### config.mk
export PLATFORM = sky130hd
export DESIGN_NAME = fft_reorder_flat
export DESIGN_NICKNAME = d
export VERILOG_FILES = /design/src/rtl/fft_reorder_pkg.sv /design/src/rtl/fft_reorder_if.sv /design/src/rtl/fft_reorder_bank.sv /design/src/rtl/fft_reorder.sv /design/src/flat_wrapper.sv
export SDC_FILE = /design/constraint.sdc
export NUM_CORES = 2
export LEC_CHECK = 0
export BUFFER_PORTS_ARGS = -buffer_cell sky130_fd_sc_hd__buf_2
export CAP_MARGIN = 0
export CORE_ASPECT_RATIO = 1.25
export CORE_UTILIZATION = 60
export DETAILED_ROUTE_END_ITERATION = 6
export HOLD_SLACK_MARGIN = 0.08
export PLACE_DENSITY = 0.81
export SYNTH_ARGS = -nofsm -noshare
export SYNTH_HDL_FRONTEND = slang
export SYNTH_SLANG_ARGS = --single-unit
### constraint.sdc
create_clock -name clk -period 5.9 [get_ports clk]
set_input_delay 0.295 -clock clk [delete_from_list [all_inputs] [get_ports clk]]
set_output_delay 0.295 -clock clk [all_outputs]
set_load 0.05 [all_outputs]
### src/rtl/fft_reorder_pkg.sv
// Shared definitions for the FFT bit-reverse reorder buffer: defaults, read FSM states,
// and helpers for index bit reversal and saturating negation.
package fft_defs;

  localparam int DEF_N_LOG2 = 6;
  localparam int DEF_DATA_W = 16;

  typedef enum logic {
    RD_IDLE = 1'b0,
    RD_BUSY = 1'b1
  } rd_state_t;

  // Reverse the low n bits of k (n <= 12); upper bits of the result are zero.
  function automatic logic [11:0] bitrev(input logic [11:0] k, input int n);
    logic [11:0] r;
    r = '0;
    for (int i = 0; i < 12; i++) begin
      if (i < n) r[4'(i)] = k[4'(n - 1 - i)];
    end
    return r;
  endfunction

  // Negate a sign-extended w-bit value; the most negative code saturates to max positive.
  function automatic logic [63:0] sat_neg(input logic [63:0] v, input int w);
    logic [63:0] min_v;
    min_v = ~64'd0 << (w - 1);
    if (v == min_v) return (64'd1 << (w - 1)) - 64'd1;
    return -v;
  endfunction

endpackage

### src/rtl/fft_reorder_if.sv
// Sample stream bundle for fft_reorder: bit-reversed input side and natural-order output side.
// master drives samples in and observes results; slave is the reorder block.
interface fft_reorder_if #(
  parameter int DATA_W = fft_defs::DEF_DATA_W
);
  logic              inv;
  logic              valid_in;
  logic              sop_in;
  logic [DATA_W-1:0] x_re;
  logic [DATA_W-1:0] x_im;
  logic              valid_out;
  logic              sop_out;
  logic              inv_out;
  logic              err_out;
  logic [DATA_W-1:0] y_re;
  logic [DATA_W-1:0] y_im;

  modport master (
    output inv, valid_in, sop_in, x_re, x_im,
    input  valid_out, sop_out, inv_out, err_out, y_re, y_im
  );

  modport slave (
    input  inv, valid_in, sop_in, x_re, x_im,
    output valid_out, sop_out, inv_out, err_out, y_re, y_im
  );
endinterface

### src/rtl/fft_reorder_bank.sv
// One ping-pong bank: simple dual-port RAM, 2**AW x DW, registered read.
// Read data appears one edge after re; rdata holds while re is low. No backpressure.
module fft_reorder_bank #(
  parameter int AW = 6,
  parameter int DW = 32
) (
  input  logic          clk,
  input  logic          we,
  input  logic [AW-1:0] waddr,
  input  logic [DW-1:0] wdata,
  input  logic          re,
  input  logic [AW-1:0] raddr,
  output logic [DW-1:0] rdata
);
  logic [DW-1:0] mem [1 << AW];

  always_ff @(posedge clk) begin
    if (we) mem[waddr] <= wdata;
    if (re) rdata <= mem[raddr];
  end
endmodule

### src/rtl/fft_reorder.sv
// Bit-reversed to natural-order frame reorder using two ping-pong banks; output N cycles per frame,
// first output 2 edges after the last input (3 with FFT_REORDER_CONJ_EN). No backpressure.
module fft_reorder
  import fft_defs::*;
#(
  parameter int N_LOG2 = DEF_N_LOG2,
  parameter int DATA_W = DEF_DATA_W
) (
  input  logic         clk,
  input  logic         rst,
  fft_reorder_if.slave io
);
  localparam int N = 1 << N_LOG2;
  localparam logic [N_LOG2-1:0] LAST = N_LOG2'(N - 1);

  // write side
  logic              wr_bank;
  logic [N_LOG2-1:0] wr_idx;
  logic              frame_open;
  logic              cur_inv;
  logic              wr_en, wr_done, err_nxt;
  logic [N_LOG2-1:0] wr_k, wr_addr;

  // bank state
  logic [1:0] full;
  logic [1:0] bank_inv;

  // read side
  rd_state_t         rd_state, rd_state_nxt;
  logic [N_LOG2-1:0] rd_idx, rd_idx_nxt;
  logic              rd_bank, rd_bank_nxt;
  logic              rd_en, rd_last;
  logic [2*DATA_W-1:0] rd_dat [2];

  // pipeline
  logic              s1_vld, s1_sop, s1_inv, s1_bank;
  logic [DATA_W-1:0] s1_re, s1_im;
  logic              s2_vld, s2_sop, s2_inv;
  logic [DATA_W-1:0] s2_re, s2_im;

  always_comb begin
    wr_en   = 1'b0;
    wr_done = 1'b0;
    err_nxt = 1'b0;
    wr_k    = wr_idx;
    if (io.valid_in) begin
      if (io.sop_in) begin
        // a sop while a frame is open discards the partial frame
        wr_en   = 1'b1;
        wr_k    = '0;
        err_nxt = frame_open;
      end else if (frame_open) begin
        wr_en   = 1'b1;
        wr_done = (wr_idx == LAST);
      end else begin
        err_nxt = 1'b1;
      end
    end
    wr_addr = N_LOG2'(bitrev(12'(wr_k), N_LOG2));
  end

  always_ff @(posedge clk or posedge rst) begin
    if (rst) begin
      wr_bank    <= 1'b0;
      wr_idx     <= '0;
      frame_open <= 1'b0;
      cur_inv    <= 1'b0;
      io.err_out <= 1'b0;
    end else begin
      io.err_out <= err_nxt;
      if (wr_en) begin
        if (io.sop_in) cur_inv <= io.inv;
        if (wr_done) begin
          wr_idx     <= '0;
          frame_open <= 1'b0;
          wr_bank    <= ~wr_bank;
        end else begin
          wr_idx     <= wr_k + 1'b1;
          frame_open <= 1'b1;
        end
      end
    end
  end

  // Fill and drain never target the same bank at once, so set/clear cannot collide.
  always_ff @(posedge clk or posedge rst) begin
    if (rst) begin
      full     <= '0;
      bank_inv <= '0;
    end else begin
      if (wr_done) begin
        full[wr_bank]     <= 1'b1;
        bank_inv[wr_bank] <= cur_inv;
      end
      if (rd_last) full[rd_bank] <= 1'b0;
    end
  end

  always_ff @(posedge clk or posedge rst) begin
    if (rst) begin
      rd_state <= RD_IDLE;
      rd_idx   <= '0;
      rd_bank  <= 1'b0;
    end else begin
      rd_state <= rd_state_nxt;
      rd_idx   <= rd_idx_nxt;
      rd_bank  <= rd_bank_nxt;
    end
  end

  always_comb begin
    rd_state_nxt = rd_state;
    rd_idx_nxt   = rd_idx;
    rd_bank_nxt  = rd_bank;
    rd_en        = 1'b0;
    rd_last      = 1'b0;
    case (rd_state)
      RD_IDLE: begin
        if (full[rd_bank]) begin
          rd_en        = 1'b1;
          rd_idx_nxt   = N_LOG2'(1);
          rd_state_nxt = RD_BUSY;
        end
      end
      RD_BUSY: begin
        rd_en = 1'b1;
        if (rd_idx == LAST) begin
          rd_last      = 1'b1;
          rd_idx_nxt   = '0;
          rd_bank_nxt  = ~rd_bank;
          rd_state_nxt = RD_IDLE;
        end else begin
          rd_idx_nxt = rd_idx + 1'b1;
        end
      end
      default: rd_state_nxt = RD_IDLE;
    endcase
  end

  for (genvar b = 0; b < 2; b++) begin : g_bank
    fft_reorder_bank #(
      .AW(N_LOG2),
      .DW(2 * DATA_W)
    ) u_bank (
      .clk  (clk),
      .we   (wr_en && (wr_bank == 1'(b))),
      .waddr(wr_addr),
      .wdata({io.x_re, io.x_im}),
      .re   (rd_en && (rd_bank == 1'(b))),
      .raddr(rd_idx),
      .rdata(rd_dat[b])
    );
  end

  always_ff @(posedge clk or posedge rst) begin
    if (rst) begin
      s1_vld  <= 1'b0;
      s1_sop  <= 1'b0;
      s1_inv  <= 1'b0;
      s1_bank <= 1'b0;
    end else begin
      s1_vld  <= rd_en;
      s1_sop  <= rd_en && (rd_state == RD_IDLE);
      s1_inv  <= bank_inv[rd_bank];
      s1_bank <= rd_bank;
    end
  end

  assign {s1_re, s1_im} = rd_dat[s1_bank];

`ifdef FFT_REORDER_CONJ_EN
  always_ff @(posedge clk or posedge rst) begin
    if (rst) begin
      s2_vld <= 1'b0;
      s2_sop <= 1'b0;
      s2_inv <= 1'b0;
      s2_re  <= '0;
      s2_im  <= '0;
    end else begin
      s2_vld <= s1_vld;
      s2_sop <= s1_sop;
      s2_inv <= s1_inv;
      s2_re  <= s1_re;
      s2_im  <= s1_inv ? DATA_W'(sat_neg(64'(signed'(s1_im)), DATA_W)) : s1_im;
    end
  end
`else
  always_comb begin
    s2_vld = s1_vld;
    s2_sop = s1_sop;
    s2_inv = s1_inv;
    s2_re  = s1_re;
    s2_im  = s1_im;
  end
`endif

  always_ff @(posedge clk or posedge rst) begin
    if (rst) begin
      io.valid_out <= 1'b0;
      io.sop_out   <= 1'b0;
      io.inv_out   <= 1'b0;
      io.y_re      <= '0;
      io.y_im      <= '0;
    end else begin
      io.valid_out <= s2_vld;
      io.sop_out   <= s2_vld && s2_sop;
      if (s2_vld) begin
        io.inv_out <= s2_inv;
        io.y_re    <= s2_re;
        io.y_im    <= s2_im;
      end
    end
  end
endmodule

### src/flat_wrapper.sv
// flat-port wrapper written by rule: the top's interface ports become plain ports
module fft_reorder_flat import fft_defs::*;
#(
  parameter int N_LOG2 = DEF_N_LOG2,
  parameter int DATA_W = DEF_DATA_W
)
  (clk, rst, io_inv, io_valid_in, io_sop_in, io_x_re, io_x_im, io_valid_out, io_sop_out, io_inv_out, io_err_out, io_y_re, io_y_im);
  fft_reorder_if #(.DATA_W(DATA_W)) io_i ();
  input  logic clk;
  input  logic rst;
  input wire logic [$bits(io_i.inv)-1:0] io_inv;
  input wire logic [$bits(io_i.valid_in)-1:0] io_valid_in;
  input wire logic [$bits(io_i.sop_in)-1:0] io_sop_in;
  input wire logic [$bits(io_i.x_re)-1:0] io_x_re;
  input wire logic [$bits(io_i.x_im)-1:0] io_x_im;
  output wire logic [$bits(io_i.valid_out)-1:0] io_valid_out;
  output wire logic [$bits(io_i.sop_out)-1:0] io_sop_out;
  output wire logic [$bits(io_i.inv_out)-1:0] io_inv_out;
  output wire logic [$bits(io_i.err_out)-1:0] io_err_out;
  output wire logic [$bits(io_i.y_re)-1:0] io_y_re;
  output wire logic [$bits(io_i.y_im)-1:0] io_y_im;
  assign io_i.inv = io_inv;
  assign io_i.valid_in = io_valid_in;
  assign io_i.sop_in = io_sop_in;
  assign io_i.x_re = io_x_re;
  assign io_i.x_im = io_x_im;
  assign io_valid_out = io_i.valid_out;
  assign io_sop_out = io_i.sop_out;
  assign io_inv_out = io_i.inv_out;
  assign io_err_out = io_i.err_out;
  assign io_y_re = io_i.y_re;
  assign io_y_im = io_i.y_im;
  fft_reorder #(.N_LOG2(N_LOG2), .DATA_W(DATA_W)) u_core (.clk(clk), .rst(rst), .io(io_i));
endmodule
Word level (Yosys, flattened, before mapping)

Memories as Yosys holds them, arrays and structs flattened. A register that Yosys moved wholly into a read port is not among the register bits.
Index checks and enable logic that the tools add are counted.

Register bits after elaboration: 61
RAM bits: 4,096
Input port bits: 37
Word-level logic and storage cells: 89
Memories: 2

Add/sub/neg operators: 2
$lt $le $gt $ge: 5
Equality and inequality tests: 3
Muxes and demuxes: 40
Bitwise operators: 7
Reduce and logical (&&, ||, !) cells: 11

Memory list:

| name                        | words | bits a word | rd ports | clocked after memory_dff | wr ports | RTL line               | source |
|---|---|---|---|---|---|---|---|
| u_core.g_bank[0].u_bank.mem | 64    | 32          | 1        | 1                        | 1        | fft_reorder_bank.sv:15 | `logic [DW-1:0] mem [1 << AW];` |
| u_core.g_bank[1].u_bank.mem | 64    | 32          | 1        | 1                        | 1        | fft_reorder_bank.sv:15 |  |

Operator list:

| kind                                                      | count |
|---|---|
| 2-to-1 mux 32 bit                                         | 3 |
| 2-to-1 mux 6 bit                                          | 5 |
| 2-to-1 mux 1 bit                                          | 24 |
| adder 6 x 1 -> 6 bit (second input constant)              | 2 |
| equality test 6 bit (second input constant)               | 2 |
| case mux 6 bit (2 select lines)                           | 1 |
| logical AND 1 bit                                         | 8 |
| AND reduction 2 bit                                       | 3 |
| < comparator 1 x 2 -> 1 bit (second input constant)       | 2 |
| 2-to-1 mux 2 bit                                          | 2 |
| case mux 1 bit (2 select lines)                           | 2 |
| inverter 1 bit                                            | 3 |
| AND 2 bit                                                 | 1 |
| bitwise mux 2 bit                                         | 1 |
| demux 1 bit (select 1 bit)                                | 2 |
| greater-or-equal comparator 1 bit (second input constant) | 2 |
| greater-or-equal comparator 2 bit (second input constant) | 1 |
| inequality test 2 x 1 -> 1 bit (second input constant)    | 1 |
| inverter 1 -> 2 bit                                       | 1 |
| inverter 2 bit                                            | 1 |
| OR 2 bit                                                  | 1 |

Longest topological paths before layout

Word-level depth: 8
Depth in mapped cells: 10
Gate-level depth less buffers: 7

Cells and area by module

From an unflattened synthesis, not the netlist that was laid out.

Cell total of the unflattened synthesis: 6,908
Area, all modules: 160,440.1 um^2

Modules (own cells, without submodules):

| module           | instances | cells an instance | area each (um^2) | sequential area each (um^2) |
|---|---|---|---|---|
| fft_reorder_bank | 2         | 3,324             | 78,835.6         | 62,459.9 |
| fft_reorder      | 1         | 260               | 2,768.9          | 1,526.5 |

Least setup slack after synthesis

Ideal clock, no wire load.

Path type: register to register
From: register u_core.frame_open
To: memory u_core.g_bank[0].u_bank.mem[0][0] (enable)
Setup time: 421 ps
Arrival time: 2,746 ps
Setup slack: 2,733 ps
Cell stages (with the launch flop): 8
Buffers on the path: 1
Cells stage by stage: dfrtp_1 -> inv_1 -> ha_1 -> nand2b_1 -> clkbuf_1 -> nor3_1 -> nand2_1 -> nor2_1

Word-level cells in the longest chain between the ends: 6

RTL lines:

| item                                   | RTL line               | source |
|---|---|---|
| start: declaration                     | fft_reorder.sv:19      | `logic frame_open;` |
| start signal: assignment               | fft_reorder.sv:66      | `frame_open <= 1'b0;` |
| start signal: assignment               | fft_reorder.sv:75      | `frame_open <= 1'b0;` |
| start signal: assignment               | fft_reorder.sv:79      | `frame_open <= 1'b1;` |
| 2-to-1 mux 1 bit                       | fft_reorder.sv:52      | `end else if (frame_open) begin` |
| 2-to-1 mux 1 bit                       | fft_reorder.sv:47      | `if (io.sop_in) begin` |
| 2-to-1 mux 1 bit                       | fft_reorder.sv:46      | `if (io.valid_in) begin` |
| logical AND 1 bit                      | fft_reorder.sv:146     | `.we (wr_en && (wr_bank == 1'(b))),` |
| 2-to-1 mux 1 bit                       | fft_reorder_bank.sv:18 | `if (we) mem[waddr] <= wdata;` |
| 2-to-1 mux 1 bit (not written as such) | fft_reorder_bank.sv:18 |  |
| end: declaration                       | fft_reorder_bank.sv:15 |  |

Every way passes these cells.

Worst setup path in the final report

From: register u_core.frame_open
To: memory u_core.g_bank[0].u_bank.mem[23][12] (enable)

The elaborated chain is that of the path after synthesis.

==> results by group <==
Run status
  – Outcome: finished with violations
  – Failing checks: DRC

STA
  – Max Fclk: 0.210 GHz
  – Crit share post-route: 80.7%
  – Fin. Hold Viols: 0
  – Final setup viols: 0
  – Slew @ Worst Pin: 1.42 ns
  – Clock Skews: 0.0688 ns
  – Fin crit period: 4.76 ns
  – TNS Setup: 0 ns
  – Unrepaired setup endpoints after global routing: false
  – Final worst slack: 1.14 ns
  – Slew HR: 5.52%
  – Max-slew violations: 0

Synth
  – Synth Flop Type: edfxtp_1
  – FF+latch count, synth: 4221
  – Area leader, netlist: edfxtp_1
  – Post-synthesis sequential area ratio: 79.3%
  – Synth Warn #: 0
  – Synthesized Nets: 6894
  – Post-synth ARST share: 1.45%
  – Synth top area cells: edfxtp_1 (78%), mux4_2 (14%), a22oi_1 (1.2%), dfrtp_1 (0.96%), mux2i_1 (0.62%)
  – Unique masters post-synth: 49
  – Synthesized cell area: 159000 µm²
  – Mapped Avg Cell Area: 23.3 µm²
  – Post-Syn Instances: 6849
  – Top-area cell type share of the netlist area: 78.4%
  – Post-synth EDFFs: 4160

Final layout
  – Layout cells sized above 1: 27.3%
  – NumNets Final: 7212
  – Most frequent cells in the layout: edfxtp_1 (4160), mux4_2 (1024), clkbuf_16 (393)
  – Most common cell after layout, fill and taps aside: edfxtp_1
  – Fillers: 14554
  – Design area: 178000 µm²
  – Layout area overhead: 11.6%
  – Final design utilization: 67.3%

Drt
  – Routed wire length: 467000 µm
  – Vias: 82606
  – DR vias/cell: 7.51
  – DR iter-0 viols: 14738
  – DR WL/cell: 42.5 µm
  – DRT Pass-1 Iters: 7
  – DRT antenna net count: 0
  – Post-route DRC violation count: 11

Worst setup path
  – Arr. time, crit path: 5.35 ns
  – Setup crit start kind: flop
  – CP required: 6.49 ns
  – CP endpoint kind: flop
  – Crit Path Class: flop to flop
  – Peak fanout along the critical path: 20

Clock network
  – Max Buffers Root-to-Sink: 4
  – CTS tree: yes
  – Setup Buffers After CTS: 0
  – Worst skew pair latency: 0.96 ns
  – Clock Sinks: 4221
  – Root Buffer Master: clkbuf_16
  – Clock Pin Slew Worst Setup and Hold Paths: 0.07 ns
  – Num CTS Buffers: 383
  – H-tree depth: 5

Global route
  – Largest net degree at the start of global routing: 129
  – Initial antenna violation count: 32
  – Remaining Overflow, GRT: 0
  – Gr usage total: 35.0%
  – Vias in the first global route: 82757
  – Global-route wire length before repair: 644000 µm

Placed design
  – Dpl ws: 1.32 ns
  – Post-DP HPWL: 250000 µm
  – GPL Wtd Cong: 0.910
  – Port Buf Inserts: 72
  – Cell Area, Placed: 165000 µm²

Power and ir drop
  – Peak supply drop: 439 µV
  – Pwr dens: 375 nW/µm²
  – P_leak: 53.6 nW
  – Power Total: 66.7 mW

Floorplanning
  – Die Wd: 463 µm
  – Die ar.: 268000 µm²
  – Core Area: 264000 µm²
  – Die H: 578 µm
  – I/O pin count: 73
  – Initial core utilization: 60.3%
  – Row count: 211

Job
  – # Max-Cap Violations: 0

Worst hold path
  – Hold Crit Class: primary input to flop
-- sequential cells by signal (all words and copies together) (netlist names) --
name                        count
u_core.io.err_out               1
u_core.wr_bank                  1
u_core.s1_bank                  1
u_core.s1_inv                   1
u_core.rd_state                 1
u_core.frame_open               1
u_core.g_bank.u_bank.rdata     64
u_core.full                     2
u_core.s1_sop                   1
u_core.rd_bank                  1
u_core.rd_idx                   6
u_core.bank_inv                 2
u_core.cur_inv                  1
u_core.g_bank.u_bank.mem     4096
u_core.io.inv_out               1
u_core.s1_vld                   1
u_core.io.y_re                 16
u_core.io.y_im                 16
u_core.wr_idx                   6
u_core.io.sop_out               1
u_core.io.valid_out             1
-- worst paths after layout --
| path | startpoint | to | slack (ns) | cells after the start |
|---|---|---|---|---|
| setup / recovery | u_core.frame_open$_DFFE_PP0P_ | u_core.g_bank[0].u_bank.mem[23][12]$_DFFE_PP_ | 1.14 | 7 |
| hold / removal | io_x_re[2] | u_core.g_bank[0].u_bank.mem[56][18]$_DFFE_PP_ | 0.09 | 1 |
| setup reg to reg | u_core.frame_open$_DFFE_PP0P_ | u_core.g_bank[0].u_bank.mem[23][12]$_DFFE_PP_ | 1.14 | 7 |
| hold reg to reg | u_core.io.inv_out$_DFFE_PP0P_ | u_core.io.inv_out$_DFFE_PP0P_ | 0.51 | 1 |
| max in group asynchronous | rst | u_core.rd_idx[1]$_DFFE_PP0N_ | 4.90 | 4 |
| min in group asynchronous | rst | u_core.io.y_re[2]$_DFFE_PP0P_ | 0.18 | 4 |
-- area by class of cell --
type                            count  area, µm²  share of cell area [%]
Clock inverter                    215       2060                    1.16
Tap cell                         3514       4400                    2.47
Inverter                            8       30.0                  0.0169
Antenna cell                       27       67.6                  0.0380
Timing Repair Buffer              337       2780                    1.56
Clock buffer                      466      10100                    5.70
Multi-Input combinational cell   2216      32000                    18.0
Sequential cell                  4221     126000                    71.1
-- cells by family (layout without fill, tap and decap cells) --
group                    Yosys count  after routing  synth area share, %
AO/OA/AOI/OAI                    628            628                 2.95
XOR/XNOR                           4              4               0.0220
adder cells (fa/ha/maj)            8              8               0.0628
buffers and inverters            412           1026                 1.27
flip-flops                      4221           4221                 79.3
multiplexers                    1127           1127                 15.1
other                              0             27                    0
AND/OR/NAND/NOR                  449            449                 1.24
-- timing repair --
action | 4_1_cts | 5_1_grt
resized for setup | 0 | 0
endpoints found under the hold margin | 1133 | 0
hold buffers | 35 | 0
-- routing by layer --
layer  vias to the layer above  wire length, µm  GRT usage, %
met5                         -               92             0
met4                        10            45700          27.4
met3                      1829            58700          8.73
met2                      8246           225000          56.1
met1                     42444           138000          40.8
li1                      30077                -             -
-- critical path: stages, from the launching register on --
cell and delay, ns:
dfrtp_1 0.41, inv_1 0.13, ha_1 0.22, nand2b_1 0.38
nor3_1 1.14, nand2_1 0.78, nor2_4 0.94, buf_4 0.38
-- cell usage after synthesis (all sizes together), types with 3 or more instances --
master and number:
a211oi 65, a21oi 33, a22oi 256, and2 8, buf 267, clkbuf 137, dfrtp 61, edfxtp 4160
ha 8, inv 8, mux2 5, mux2i 98, mux4 1024, nand2 33, nand2b 5, nand3 137
nand4 3, nor2 236, nor2b 9, nor3 5, o211a 64, o21ai 7, o221ai 64, o22ai 128
xnor2 3
-- power by group --
| group | internal (mW) | switching, mW |
|---|---|---|
| Clock | 13.9 | 11.1 |
| Sequential | 33.3 | 0.231 |
| Combinational | 3.47 | 4.73 |
| Total | 50.6 | 16.1 |
-- metrics by stage --
stage | hold WS (ns) | cells
floorplan | 0.352 | 6849
global placement | 0.490 | 10260
detailed placement | 0.500 | 10260
CTS | 0.0800 | 10976
global route | 0.134 | 10987
finish | 0.0870 | 11004
No activity file was read; power rests on OpenSTA's default activity.
